<file path="src/rtl/seg_scan_pkg.sv">
// -----------------------------------------------------------------------------
// seg_scan_pkg
// Shared definitions for the multiplexed seven-segment scanner:
//   - state_t        : scan FSM states (IDLE, BLANK, DRIVE)
//   - NUM_DIGITS_DEF : default number of multiplexed digits
//   - DEFAULT_MSG    : message loaded into the buffer on reset (digits 0..9)
//   - default_digit  : reset pattern for a digit index (blank past the message)
// -----------------------------------------------------------------------------
package seg_scan_pkg;

    localparam int NUM_DIGITS_DEF = 10;
    localparam int MSG_LEN        = 10;

    typedef enum logic [1:0] {
        ST_IDLE  = 2'd0,
        ST_BLANK = 2'd1,
        ST_DRIVE = 2'd2
    } state_t;

    // Segment order is bit7 = a ... bit1 = g, bit0 = dp.
    localparam logic [7:0] DEFAULT_MSG [MSG_LEN] = '{
        8'hCE, 8'hFC, 8'hB6, 8'hFC, 8'h9C,
        8'hFC, 8'hDA, 8'hFC, 8'hFC, 8'hFC
    };

    // Digits beyond the stored message power up dark.
    function automatic logic [7:0] default_digit(input int i);
        logic [7:0] pat;
        pat = 8'h00;
        if (i >= 0 && i < MSG_LEN) begin
            pat = DEFAULT_MSG[4'(i)];
        end
        return pat;
    endfunction

endpackage

</file>
<file path="src/rtl/scan_prescaler.sv">
// -----------------------------------------------------------------------------
// scan_prescaler
// Dwell-time down-counter for one digit.
//   i_load     : load i_load_val (takes priority over counting)
//   i_count    : decrement towards zero while asserted
//   o_tc       : terminal count, high while the counter sits at zero
// Loading N yields N+1 counting cycles up to and including the o_tc cycle, so
// an all-ones load gives a 2^W cycle dwell without needing a wider counter.
//   clk, i_rst_n : clock and synchronous active-low reset
// -----------------------------------------------------------------------------
module scan_prescaler #(
    parameter int W = 16
) (
    input  logic         clk,
    input  logic         i_rst_n,
    input  logic         i_load,
    input  logic [W-1:0] i_load_val,
    input  logic         i_count,
    output logic         o_tc
);

    logic [W-1:0] r_cnt;

    always_ff @(posedge clk) begin
        if (!i_rst_n) begin
            r_cnt <= '0;
        end else if (i_load) begin
            r_cnt <= i_load_val;
        end else if (i_count && (r_cnt != '0)) begin
            r_cnt <= r_cnt - W'(1);
        end
    end

    assign o_tc = (r_cnt == '0);

endmodule

</file>
<file path="src/rtl/seg_scan_ctrl.sv">
// -----------------------------------------------------------------------------
// seg_scan_ctrl
// Multiplexed seven-segment scan controller with a writable message buffer.
// Each digit visit is one dark BLANK cycle (anti-ghosting) followed by a DRIVE
// dwell of prescale+1 cycles; frame_done pulses in the BLANK after the last
// digit.
// Ports:
//   clk, rst_n    : clock, synchronous active-low reset
//   enable        : 1 = scanning, 0 = dark and parked at digit 0
//   prescale      : dwell cycles per digit minus one, sampled in BLANK
//   wr_en/addr/data : message buffer write port
//   wr_err        : one-cycle pulse after a write to an out-of-range digit
//   sel           : one-hot digit select (all zero when dark)
//   segm          : segment pattern of the selected digit
//   frame_done    : one-cycle pulse at the end of each full scan
// wr_addr is 4 bits wide, so NUM_DIGITS must not exceed 16.
// -----------------------------------------------------------------------------
module seg_scan_ctrl
    import seg_scan_pkg::*;
#(
    parameter int NUM_DIGITS = NUM_DIGITS_DEF,
    parameter int PRESCALE_W = 16
) (
    input  logic                  clk,
    input  logic                  rst_n,
    input  logic                  enable,
    input  logic [PRESCALE_W-1:0] prescale,
    input  logic                  wr_en,
    input  logic [3:0]            wr_addr,
    input  logic [7:0]            wr_data,
    output logic                  wr_err,
    output logic [NUM_DIGITS-1:0] sel,
    output logic [7:0]            segm,
    output logic                  frame_done
);

    localparam int               IDX_W    = (NUM_DIGITS > 1) ? $clog2(NUM_DIGITS) : 1;
    localparam logic [IDX_W-1:0] LAST_IDX = IDX_W'(NUM_DIGITS - 1);

    state_t                  r_state;
    logic [IDX_W-1:0]        r_idx;
    logic [7:0]              r_buf [NUM_DIGITS];
    logic [NUM_DIGITS-1:0]   r_sel;
    logic [7:0]              r_segm;
    logic                    r_wr_err;
    logic                    r_frame_done;

    logic                    w_wr_ok;
    logic [IDX_W-1:0]        w_wr_idx;
    logic [NUM_DIGITS-1:0]   w_onehot;
    logic                    w_load;
    logic                    w_count;
    logic                    w_tc;

    assign w_wr_ok  = (32'(wr_addr) < NUM_DIGITS);
    assign w_wr_idx = wr_addr[IDX_W-1:0];
    assign w_onehot = NUM_DIGITS'(1) << r_idx;

    // The dwell length is captured together with the digit pattern at the end
    // of BLANK, so prescale changes mid-dwell only affect the next visit.
    assign w_load  = enable && (r_state == ST_BLANK);
    assign w_count = (r_state == ST_DRIVE);

    scan_prescaler #(
        .W (PRESCALE_W)
    ) u_prescaler (
        .clk        (clk),
        .i_rst_n    (rst_n),
        .i_load     (w_load),
        .i_load_val (prescale),
        .i_count    (w_count),
        .o_tc       (w_tc)
    );

    always_ff @(posedge clk) begin
        if (!rst_n) begin
            r_state      <= ST_IDLE;
            r_idx        <= '0;
            r_sel        <= '0;
            r_segm       <= '0;
            r_wr_err     <= 1'b0;
            r_frame_done <= 1'b0;
            for (int i = 0; i < NUM_DIGITS; i++) begin
                r_buf[IDX_W'(i)] <= default_digit(i);
            end
        end else begin
            r_wr_err     <= wr_en && !w_wr_ok;
            r_frame_done <= 1'b0;
            if (wr_en && w_wr_ok) begin
                r_buf[w_wr_idx] <= wr_data;
            end

            if (!enable) begin
                // Abandon any visit in progress; the next scan restarts at digit 0.
                r_state <= ST_IDLE;
                r_idx   <= '0;
                r_sel   <= '0;
                r_segm  <= '0;
            end else begin
                case (r_state)
                    ST_IDLE: begin
                        r_state <= ST_BLANK;
                        r_sel   <= '0;
                        r_segm  <= '0;
                    end
                    ST_BLANK: begin
                        // Non-blocking read: a same-cycle write shows next visit.
                        r_state <= ST_DRIVE;
                        r_sel   <= w_onehot;
                        r_segm  <= r_buf[r_idx];
                    end
                    ST_DRIVE: begin
                        if (w_tc) begin
                            r_state      <= ST_BLANK;
                            r_sel        <= '0;
                            r_segm       <= '0;
                            r_frame_done <= (r_idx == LAST_IDX);
                            r_idx        <= (r_idx == LAST_IDX) ? '0 : r_idx + IDX_W'(1);
                        end
                    end
                    default: begin
                        r_state <= ST_IDLE;
                        r_sel   <= '0;
                        r_segm  <= '0;
                    end
                endcase
            end
        end
    end

    assign wr_err     = r_wr_err;
    assign sel        = r_sel;
    assign segm       = r_segm;
    assign frame_done = r_frame_done;

endmodule
</file>
<file path="config.mk">
export PLATFORM = sky130hd
export DESIGN_NAME = seg_scan_ctrl
export DESIGN_NICKNAME = d
export VERILOG_FILES = /design/src/rtl/seg_scan_pkg.sv /design/src/rtl/scan_prescaler.sv /design/src/rtl/seg_scan_ctrl.sv
export SDC_FILE = /design/constraint.sdc
export NUM_CORES = 1
export LEC_CHECK = 0
export CAP_MARGIN = 25
export CORE_AREA = 5 5 164 135
export CTS_BUF_LIST = sky130_fd_sc_hd__clkbuf_4 sky130_fd_sc_hd__clkbuf_8
export CTS_CLUSTER_DIAMETER = 40
export DETAILED_ROUTE_END_ITERATION = 10
export DIE_AREA = 0 0 169 140
export GPL_ROUTABILITY_DRIVEN = 1
export PLACE_DENSITY = 0.58
export SLEW_MARGIN = 10
export SYNTH_ARGS = -nofsm -noshare
export SYNTH_HDL_FRONTEND = slang
export SYNTH_SLANG_ARGS = --single-unit
</file>
<file path="constraint.sdc">
create_clock -name clk -period 2.8 [get_ports clk]
set_clock_uncertainty 0.1 [all_clocks]
set_input_delay 0.28 -clock clk [delete_from_list [all_inputs] [get_ports clk]]
set_output_delay 0.28 -clock clk [all_outputs]
set_load 0.005 [all_outputs]
</file>
* Yosys cells after proc, flatten, opt, wreduce, memory -nomap -nowiden
Memory sizes are Yosys's and may differ from the RTL's. A register that Yosys moved wholly into a read port is not among the register bits.
Cells that the tools add are included.
** Operators by class
- Multipliers :: 0
- Shift operators :: 1
- Reduce and logical (&&, ||, !) cells :: 13
- Eq/ne operators :: 4
- Add/sub/neg operators :: 2
- Divide/modulo/power cells :: 0
- Bitwise gates (word level) :: 0
- Order comparisons :: 1
- Muxes and demuxes :: 23
** Operator list (number)
- 2-to-1 mux 8 bit :: 7
- 2-to-1 mux 16 bit :: 2
- case mux 10 bit (2 select lines) :: 1
- logical NOT 16 bit :: 1
- 2-to-1 mux 4 bit :: 4
- case mux 8 bit (2 select lines) :: 1
- nonzero test 16 bit :: 1
- subtractor 16 x 1 -> 16 bit (second input constant) :: 1
- 2-to-1 mux 10 bit :: 1
- << shifter 1 x 4 -> 10 bit (first input constant) :: 1
- OR reduction 8 bit :: 1
- case mux 2 bit (3 select lines) :: 1
- 2-to-1 mux 1 bit :: 5
- adder 4 x 1 -> 4 bit (second input constant) :: 1
- equality test 4 bit (second input constant) :: 1
- logical AND 1 bit :: 4
- < comparator 4 bit (second input constant) :: 1
- AND reduction 2 bit :: 2
- AND reduction 4 bit :: 1
- equality test 2 x 1 -> 1 bit (second input constant) :: 1
- equality test 2 bit (second input constant) :: 1
- logical NOT 2 bit :: 1
- 2-to-1 mux 2 bit :: 1
- != test 2 bit (second input constant) :: 1
- other kinds (2) :: 2
** Storage, ports and cells
- Register bits :: 42
- Bits in read-only memories :: 0
- RAM bits :: 80
- Word-level logic and storage cells :: 52
- Bits of input ports :: 32
- Memories kept :: 1
- Latch bits :: 0
** Memories
- r_buf :: depth 10, bits a word 8, read ports 1, clocked after Yosys merged registers in 1, write ports 10, RTL line seg_scan_ctrl.sv:42 : logic [7:0] r_buf [NUM_DIGITS];

* Depth between registers and ports, before layout
- Word-level depth :: 7
- Gate-level depth with buffers :: 7

* Cells and area by module
A second synthesis with hierarchy kept.
** Unflattened totals
- Cell total of the unflattened synthesis :: 530
- Area total of the unflattened synthesis :: 7484.7 um2
** By module, submodules not included
- seg_scan_ctrl :: instances 1, cells an instance 416, area an instance 6562.5 um2, sequential area each 4444.3 um2
- scan_prescaler :: instances 1, cells an instance 114, area an instance 922.1 um2, sequential area each 320.3 um2

* Worst setup path before layout
No wires, ideal clock.
- Path kind :: input to register
- Start :: input wr_addr[2]
- End :: memory r_buf[0][0], enable pin
- Data arrival time :: 1815 ps
- Path buffers :: 1
- Slack :: 551 ps
- Required time :: 2365 ps
- Stages on the path :: 5
- Path through :: nand2b_1 > or3b_2 > clkbuf_1 > nor3_1 > nand2b_1
** RTL lines
- from (decl) :: RTL line seg_scan_ctrl.sv:29 : input logic [3:0] wr_addr,
- to (decl) :: RTL line seg_scan_ctrl.sv:42

==> results.json <==
{
  "outcome": "finished clean",
  "clock_latency_ps": 460,
  "grt_max_degree": 32,
  "syn_area_um2": 7567,
  "die_w_um": 169,
  "track_usage": 0.1480,
  "route.detailed.drc": 0,
  "ant_nets": 0,
  "routabilityCongestion": 0.8567,
  "via_per_inst": 5.303,
  "cts_buffer_depth": 2,
  "dp_hpwl_mm": 12.13,
  "ys_seq_elements": 174,
  "ir_drop_mv": 0.2978,
  "seqCellArea_um2": 4766,
  "maxCapViolCount": 0,
  "die_area_um2": 23660,
  "start_kind": "flop",
  "finalWirelength_mm": 17.18,
  "timing.setup.tns_ps": 0,
  "firstDrtPassIters": 6,
  "ys.flop_type": "edfxtp_1",
  "place_ws_ps": 194.9,
  "p_leak_nw": 3.071,
  "clock_sink_count": 174,
  "fin_nets": 691,
  "layout_setup_ws_ps": 248.8,
  "io_pins": 52,
  "core_um2": 20290,
  "worstSetupPathType": "reg2reg",
  "setup-violations-final": 0,
  "grt_use_met1": 0.2101,
  "die-height_um": 140,
  "post-cts-setup-buffer-count": 0,
  "synthTopCellsByCount": "edfxtp_1 (128), dfxtp_1 (46), nand2b_1 (42)",
  "grt_pass1_wl_mm": 26.96,
  "slowest_stage": "nor4_1",
  "yosysTopAreaCell": "edfxtp_1",
  "rsz0062_at_grt": "no",
  "rrSetupSlack_ps": 250,
  "row_count": 47,
  "max_stage_delay_ps": 560,
  "syn_inst": 540,
  "critPathCaptureType": "flop",
  "finalHoldViolations": 0,
  "avgSynthCellArea_um2": 14.01,
  "cp_cell_sequence": "nor4_1 > nand4_1 > buf_4 > or3_1 > a21oi_1",
  "wire_per_inst_um": 18.32,
  "synth_most_common_cell": "edfxtp_1",
  "htree_num_levels": 4,
  "multiInputGateArea_um2": 2844,
  "ctsResizeCount": 0,
  "grt.busiest_layer": "met2",
  "root_buffer": "clkbuf_8",
  "slew_headroom": 0.3756,
  "syn_to_final_growth_pct": 20.95,
  "cts_inserted_buffers": 17,
  "finalCritPeriodShare": 0.9111,
  "grt_use_met3": 0.03014,
  "period_needed_ps": 2551,
  "power_density_nw_per_um2": 580.5,
  "nFillCells": 1833,
  "required_ps": 3080,
  "port_buffers": 51,
  "ys_seq_area_frac": 0.6296,
  "tightest_slew_ps": 935.4,
  "slew_violations": 0,
  "cts.clk_slew.worst_paths_ps": 100,
  "clock.fmax_mhz": 392.0,
  "ctsHoldBuffers": 0,
  "synth_cell_types": 51,
  "antenna_found_initial": 1,
  "grt-ovfl-total": 0,
  "synth_area_leaders": "edfxtp_1 (51%), dfxtp_1 (12%), mux4_2 (9.5%)",
  "grt_util_met2": 0.2261,
  "crit_fanout": 16,
  "worst-endpoint-arrival_ps": 2830,
  "netlist.area_leader.share": 0.5079,
  "via_count": 4974,
  "placed_cells": 904,
  "synth-edff-count": 128,
  "min_path_type": "in2reg",
  "grt_pass1_vias": 4877,
  "first_iter_violations": 401,
  "drive_gt1_frac": 0.1482,
  "synthArstFlopShare": 0,
  "start_util": 0.3730,
  "stdcell_count": 938,
  "cts_tree": "built",
  "yosysWarnings": 0
}
-- placed cells by master, fill, tap and decap left out, types with 5 or more instances in the layout --
master and n:
nand2_1 12, and2_1 23, nand2b_1 42, dfxtp_1 45
nor4_1 8, or3_1 17, clkbuf_8 17, or4_1 7
buf_4 26, nand4b_1 17, a21o_1 7, nand3_1 16
edfxtp_1 128, a21oi_1 10, mux4_2 32, a31oi_1 10
nand4_1 16, o21ai_0 25, nor3_1 11, a211oi_1 5
nor2_1 18, conb_1 48, clkdlybuf4s50_1 51, a32oi_1 5
-- worst max-delay path: cells and delay by family, from the launching register on --
family | cells | cell delay, ps
compound gates | 1 | 180
flops | 1 | 400
simple gates | 3 | 1420
buf+inv | 1 | 380
-- sequential cells by signal (all words and copies together), names as in the netlist, named ones only --
| signal | flops |
|---|---|
| r_idx | 4 |
| r_buf | 128 |
| u_prescaler.r_cnt | 16 |
| sel | 10 |
| segm | 8 |
| frame_done | 1 |
| wr_err | 1 |
| r_state | 2 |
-- metrics by stage --
stage | instance area [µm²] | total power, mW | util | hold slack, ps
3_3_place_gp | 8707 | 3.424 | 0.4292 | 360.0
6_report | 9153 | 5.313 | 0.4511 | 310.6
4_1_cts | 9145 | 5.371 | 0.4508 | 283.0
5_1_grt | 9153 | 5.536 | 0.4511 | 291.0
2_1_floorplan | 7744 | 3.241 | - | 278.9
3_5_place_dp | 8707 | 3.439 | 0.4292 | 350.1
-- kinds of logic after synthesis --
family,Yosys count,share of synthesized area
AOI/OAI and AO/OA,77,0.06564
adders and majority gates,4,0.006614
buffers and inverters,35,0.01786
DFF,174,0.6296
muxes,33,0.09656
other,1,0.0004956
and+or+nand+nor,216,0.1832
-- metal layers --
metal | share of wire | vias to the layer above | routed length, µm
li1 | - | 2343 | -
met1 | 0.46 | 2491 | 7880
met2 | 0.47 | 117 | 8007
met3 | 0.051 | 23 | 869
met4 | 0.025 | 0 | 426
met5 | 0 | - | 0
-- worst paths after layout --
path,start,endpoint,cells past startpoint
worst max-delay path,u_prescaler.r_cnt[2],flop,5
worst max register to register,u_prescaler.r_cnt[2],flop,5
worst min register to register,segm[3],segm[3],1
worst min-delay path,prescale[5],u_prescaler.r_cnt[5],3
-- layout make-up --
cell class | count | share of cell area
clock inverter | 15 | 0.02228
sequential | 174 | 0.5207
multi-input combinational | 378 | 0.3107
tap | 269 | 0.03677
antenna | 1 | 0.0002734
clock buffer | 17 | 0.02556
inverter | 4 | 0.001640
timing repair buffer | 80 | 0.08202
-- where the power goes --
part | internal (mW) | switching [mW]
combinational | 0.171 | 0.245
sequential | 2.91 | 0.0591
clock | 0.987 | 0.942
total | 4.07 | 1.25
(Power assumes the default switching activity.)
==> patch 1 (same settings) <==
The 3 states of `state_t` get a one-hot encoding in 3 bits.
--- a/src/rtl/seg_scan_pkg.sv
+++ b/src/rtl/seg_scan_pkg.sv
@@ -11,10 +11,10 @@
     localparam int NUM_DIGITS_DEF = 10;
     localparam int MSG_LEN        = 10;
 
-    typedef enum logic [1:0] {
-        ST_IDLE  = 2'd0,
-        ST_BLANK = 2'd1,
-        ST_DRIVE = 2'd2
+    typedef enum logic [2:0] {
+        ST_IDLE  = 3'b001,
+        ST_BLANK = 3'b010,
+        ST_DRIVE = 3'b100
     } state_t;
 
     // Segment order is bit7 = a ... bit1 = g, bit0 = dp.
Formal check against the unedited RTL: no difference found for any inputs over 10 cycles, from zero or initial values and one cycle with rst_n low; not proved beyond that.
==> patch 1 against the unedited design <==
- sequential cell count grew 1
- routed wire length increased by 4.6%
- worst setup slack better by 0.14 ns
- synthesized area grew 2.1%
- final area rose by 0.96%
- power fell by 7.2%
- combinational power down 20%
- sequential share of layout area shrank 0.28 points
- critical path type unchanged
==> patch 1: results <==
metrics = {
    "synth": {
        "yosys-top-cells-count": "edfxtp_1 (128), dfxtp_1 (47), nand2b_1 (47), mux2i_1 (29), clkbuf_1 (27)",
        "ys_seq_area_frac": 0.619,
        "netlist_top_cells_area": "edfxtp_1 (50%), dfxtp_1 (12%), mux4_2 (5.8%)",
        "synth.distinct_cells": 53,
        "synth_area_per_cell_um2": 13.1,
    },
    "power_and_ir_drop": {
        "clkPwrFrac": 0.333,
        "pg_clk_mw": 1.64,
        "combPwrFrac": 0.067,
        "p_sw_mw": 1.16,
        "leakage_nw": 3.03,
        "ir_drop_mv": 0.255,
    },
    "global_routing": {
        "grtUsageTotal": 0.153,
        "grt_pass1_vias": 5139,
        "antenna_found_initial": 0,
        "grt_max_degree": 35,
        "grt_pass1_wl_mm": 28.1,
    },
    "min_path": {
        "min_from": "prescale[11]",
        "min_to": "u_prescaler.r_cnt[11]$_SDFFE_PN0P_",
    },
    "drt": {
        "drtPass1Iterations": 5,
        "wl_met2_mm": 8.30,
        "postRouteWirelength_mm": 18.0,
        "met3WireLength_mm": 1.17,
        "drt_iter0_markers": 367,
        "routedWlPerCell_um": 18.2,
        "vias": 5228,
    },
    "place": {
        "place_ws_ns": 0.208,
        "post_dp_cell_area_um2": 8870,
        "gp_congestion": 0.836,
        "hpwl_mm": 12.7,
        "dp.cells": 954,
    },
    "outcome": {
        "status": "complete, no violations",
    },
    "sta": {
        "finalCritPeriodShare": 0.862,
        "whs_ns": 0.294,
        "slew_headroom": 0.311,
    },
    "worst_setup_path": {
        "crit_arrival_ns": 2.68,
        "r2r_setup_slack_ns": 0.39,
        "worstPathMaxFanout": 34,
        "crit_path_max_incr_delay_ns": 0.67,
        "reg2reg_from": "u_prescaler.r_cnt[3]$_SDFFE_PN0P_",
    },
    "layout": {
        "top_register": "r_buf",
        "layout-drive-gt1-share": 0.132,
        "n_antenna_cell": 0,
    },
    "clock_network": {
        "clockBufferDepth": 2,
    },
}
-- patch 1: kinds of logic (layout without fill, tap and decap cells) --
kind of cell,after synthesis,count (layout),synth area share
AOI/OAI and AO/OA,91,91,0.0784
xor gates and xnor gates,2,2,0.00227
adders and majority gates,4,4,0.00648
buffers and inverters,48,129,0.0256
DFF,175,175,0.619
muxes,49,49,0.0959
other,1,48,0.000485
and+or+nand+nor,219,219,0.172
-- patch 1: cell type report --
type	instances	area (µm²)
inverters	13	48.8
clock buffers	19	249
clock inverters	13	116
multi-input cells	413	2930
well taps	269	337
repair buffers	84	771
flip-flops and latches	175	4790
fillers	1877	11000
-- patch 1: worst reg2reg max path, cell delays in order (launching register included) --
cell,delay (ns)
dfxtp_1,0.37
nor4_1,0.67
nand4_1,0.15
buf_4,0.29
or4_1,0.54
a21oi_1,0.21
-- patch 1: metal layers --
layer / track usage / vias to the layer above
li1: - / 2467
met1: 0.214 / 2593
met2: 0.235 / 151
met3: 0.0456 / 17
met4: 0.0415 / 0
met5: 0 / -
==> patch 2 (same flow settings) <==
Without the edit above. Change the package constant `NUM_DIGITS_DEF` from 10 to 12.
--- a/src/rtl/seg_scan_pkg.sv
+++ b/src/rtl/seg_scan_pkg.sv
@@ -8,7 +8,7 @@
 // -----------------------------------------------------------------------------
 package seg_scan_pkg;
 
-    localparam int NUM_DIGITS_DEF = 10;
+    localparam int NUM_DIGITS_DEF = 12;
     localparam int MSG_LEN        = 10;
 
     typedef enum logic [1:0] {
Ports: changed (resized sel); port bits go from 52 to 54. The function was not compared with the original's and may differ.
==> patch 2 against the unedited design <==
- sequential share of layout area about the same
- final area increased by 0.93%
- largest cell class unchanged
- via count increased by 7.8%
- sequential power about the same
- first-iteration DRC count rose by 25%
- synthesized area is 1.9% higher
- power decreased by 1.5%
- routed wire length up 12%
- worst setup slack better by 0.094 ns
- sequential cell count increased by 2
==> patch 2: results <==
metrics = {
    "layout": {
        "n_antenna_cell": 0,
        "final_nets": 753,
        "top_register": "r_buf",
        "largest_register_ffs": 128,
        "fillers": 1858,
        "layout-drive-gt1-share": 0.133,
    },
    "power_and_ir_drop": {
        "switching_share": 0.253,
        "p_sw_mw": 1.32,
        "leakage_nw": 3.02,
        "pg_seq_mw": 2.98,
        "ir_drop_mv": 0.252,
        "clkPwrFrac": 0.347,
    },
    "place": {
        "io_buffers": 53,
        "hpwl_mm": 13.8,
        "dp.cells": 964,
        "gp_congestion": 0.905,
    },
    "drt": {
        "routedWlPerCell_um": 19.4,
        "drtPass1Iterations": 5,
        "drt_iter0_markers": 503,
        "via_per_inst": 5.38,
        "postRouteWirelength_mm": 19.3,
    },
    "synth": {
        "synth_flop_cell": "edfxtp_1",
        "ys_seq_area_frac": 0.623,
        "synth_mux_area_frac": 0.0918,
        "synth_area_per_cell_um2": 12.6,
        "synth.distinct_cells": 47,
        "netlist_top_cells_area": "edfxtp_1 (50%), dfxtp_1 (12%), mux4_2 (5.3%)",
        "async_reset_ff_frac": 0,
        "synth_compound_area_frac": 0.0779,
        "synth_xor_area_frac": 0,
        "yosys-top-cells-count": "edfxtp_1 (128), dfxtp_1 (48), or3_1 (40), nand3_1 (36), nor2_1 (35)",
        "synthAdderAreaFrac": 0.0114,
    },
    "worst_setup_path": {
        "reg2reg_from": "u_prescaler.r_cnt[7]$_SDFFE_PN0P_",
        "r2r_cells": 5,
        "worstPathMaxFanout": 12,
        "r2r-end": "sel[0]$_SDFFE_PN0P_",
        "crit_arrival_ns": 2.73,
        "path_class": "reg2reg",
        "r2r_setup_slack_ns": 0.34,
        "cp_slowest_cell": "nor4_1",
        "cp_top_family": "simple AND/OR/NAND/NOR gates",
        "crit_path_max_incr_delay_ns": 0.67,
    },
    "global_routing": {
        "antenna_found_initial": 0,
        "grt_pass1_wl_mm": 30.6,
        "grtUsageTotal": 0.167,
        "grt_max_degree": 32,
        "grt_pass1_vias": 5433,
    },
    "clock_network": {
        "holdBufCountCts": 0,
        "htree_levels": 4,
        "numCtsBuffers": 17,
        "cts-resized-gates": 0,
        "post_cts_buffers": 0,
        "clockBufferDepth": 2,
        "clk_pin_slew_ns": 0.11,
    },
    "sta": {
        "worst_pin_slew_ns": 0.739,
        "final.setup.tns_ns": 0,
    },
    "min_path": {
        "min_path_type": "in2reg",
    },
    "outcome": {
        "status": "complete, no violations",
    },
}
[patch 2: cell types whose count changed after synthesis, sizes merged, moves of 13 or more]
cell | unedited run | this run
nand4b | 17 | 2
or3 | 19 | 40
mux4 | 32 | 18
inv | 4 | 17
nand3 | 16 | 36
nand2b | 42 | 12
a22oi | 0 | 14
nand2 | 12 | 25
mux2i | 1 | 28
nor2 | 18 | 35
[patch 2: metal layers]
| layer | vias to the layer above | global-route usage | routed length (µm) |
|---|---|---|---|
| met5 | - | 0 | 0 |
| met4 | 0 | 0.0512 | 272 |
| met3 | 17 | 0.0321 | 1070 |
| met2 | 154 | 0.265 | 9240 |
| met1 | 2661 | 0.234 | 8710 |
| li1 | 2531 | - | - |
[patch 2: cell type report]
cell class	instances	share of cell area
flip-flops and latches	176	0.520
multi-input cells	408	0.303
repair buffers	92	0.0891
well taps	269	0.0364
clock buffers	17	0.0253
clock inverters	15	0.0183
inverters	19	0.00772
[patch 2: how the worst min path moves through the flow]
stage,start,to,slack (ns),cells past startpoint
2_1_floorplan,wr_data[0],r_buf[12][0]$_DFFE_PP_,0.28,0
3_3_place_gp,sel[5]$_SDFFE_PN0P_,sel[5]$_SDFFE_PN0P_,0.36,2
3_5_place_dp,sel[6]$_SDFFE_PN0P_,sel[6]$_SDFFE_PN0P_,0.37,2
4_1_cts,prescale[0],u_prescaler.r_cnt[0]$_SDFFE_PN0P_,0.30,3
5_1_grt,prescale[1],u_prescaler.r_cnt[1]$_SDFFE_PN0P_,0.32,3
6_report,prescale[0],u_prescaler.r_cnt[0]$_SDFFE_PN0P_,0.32,3
[patch 2: through the flow]
step	setup slack [ns]	area [µm²]
6_report	0.342	9240
5_1_grt	0.152	9240
4_1_cts	0.371	9240
3_5_place_dp	0.381	8830
3_3_place_gp	0.415	8830
2_1_floorplan	0.453	7830
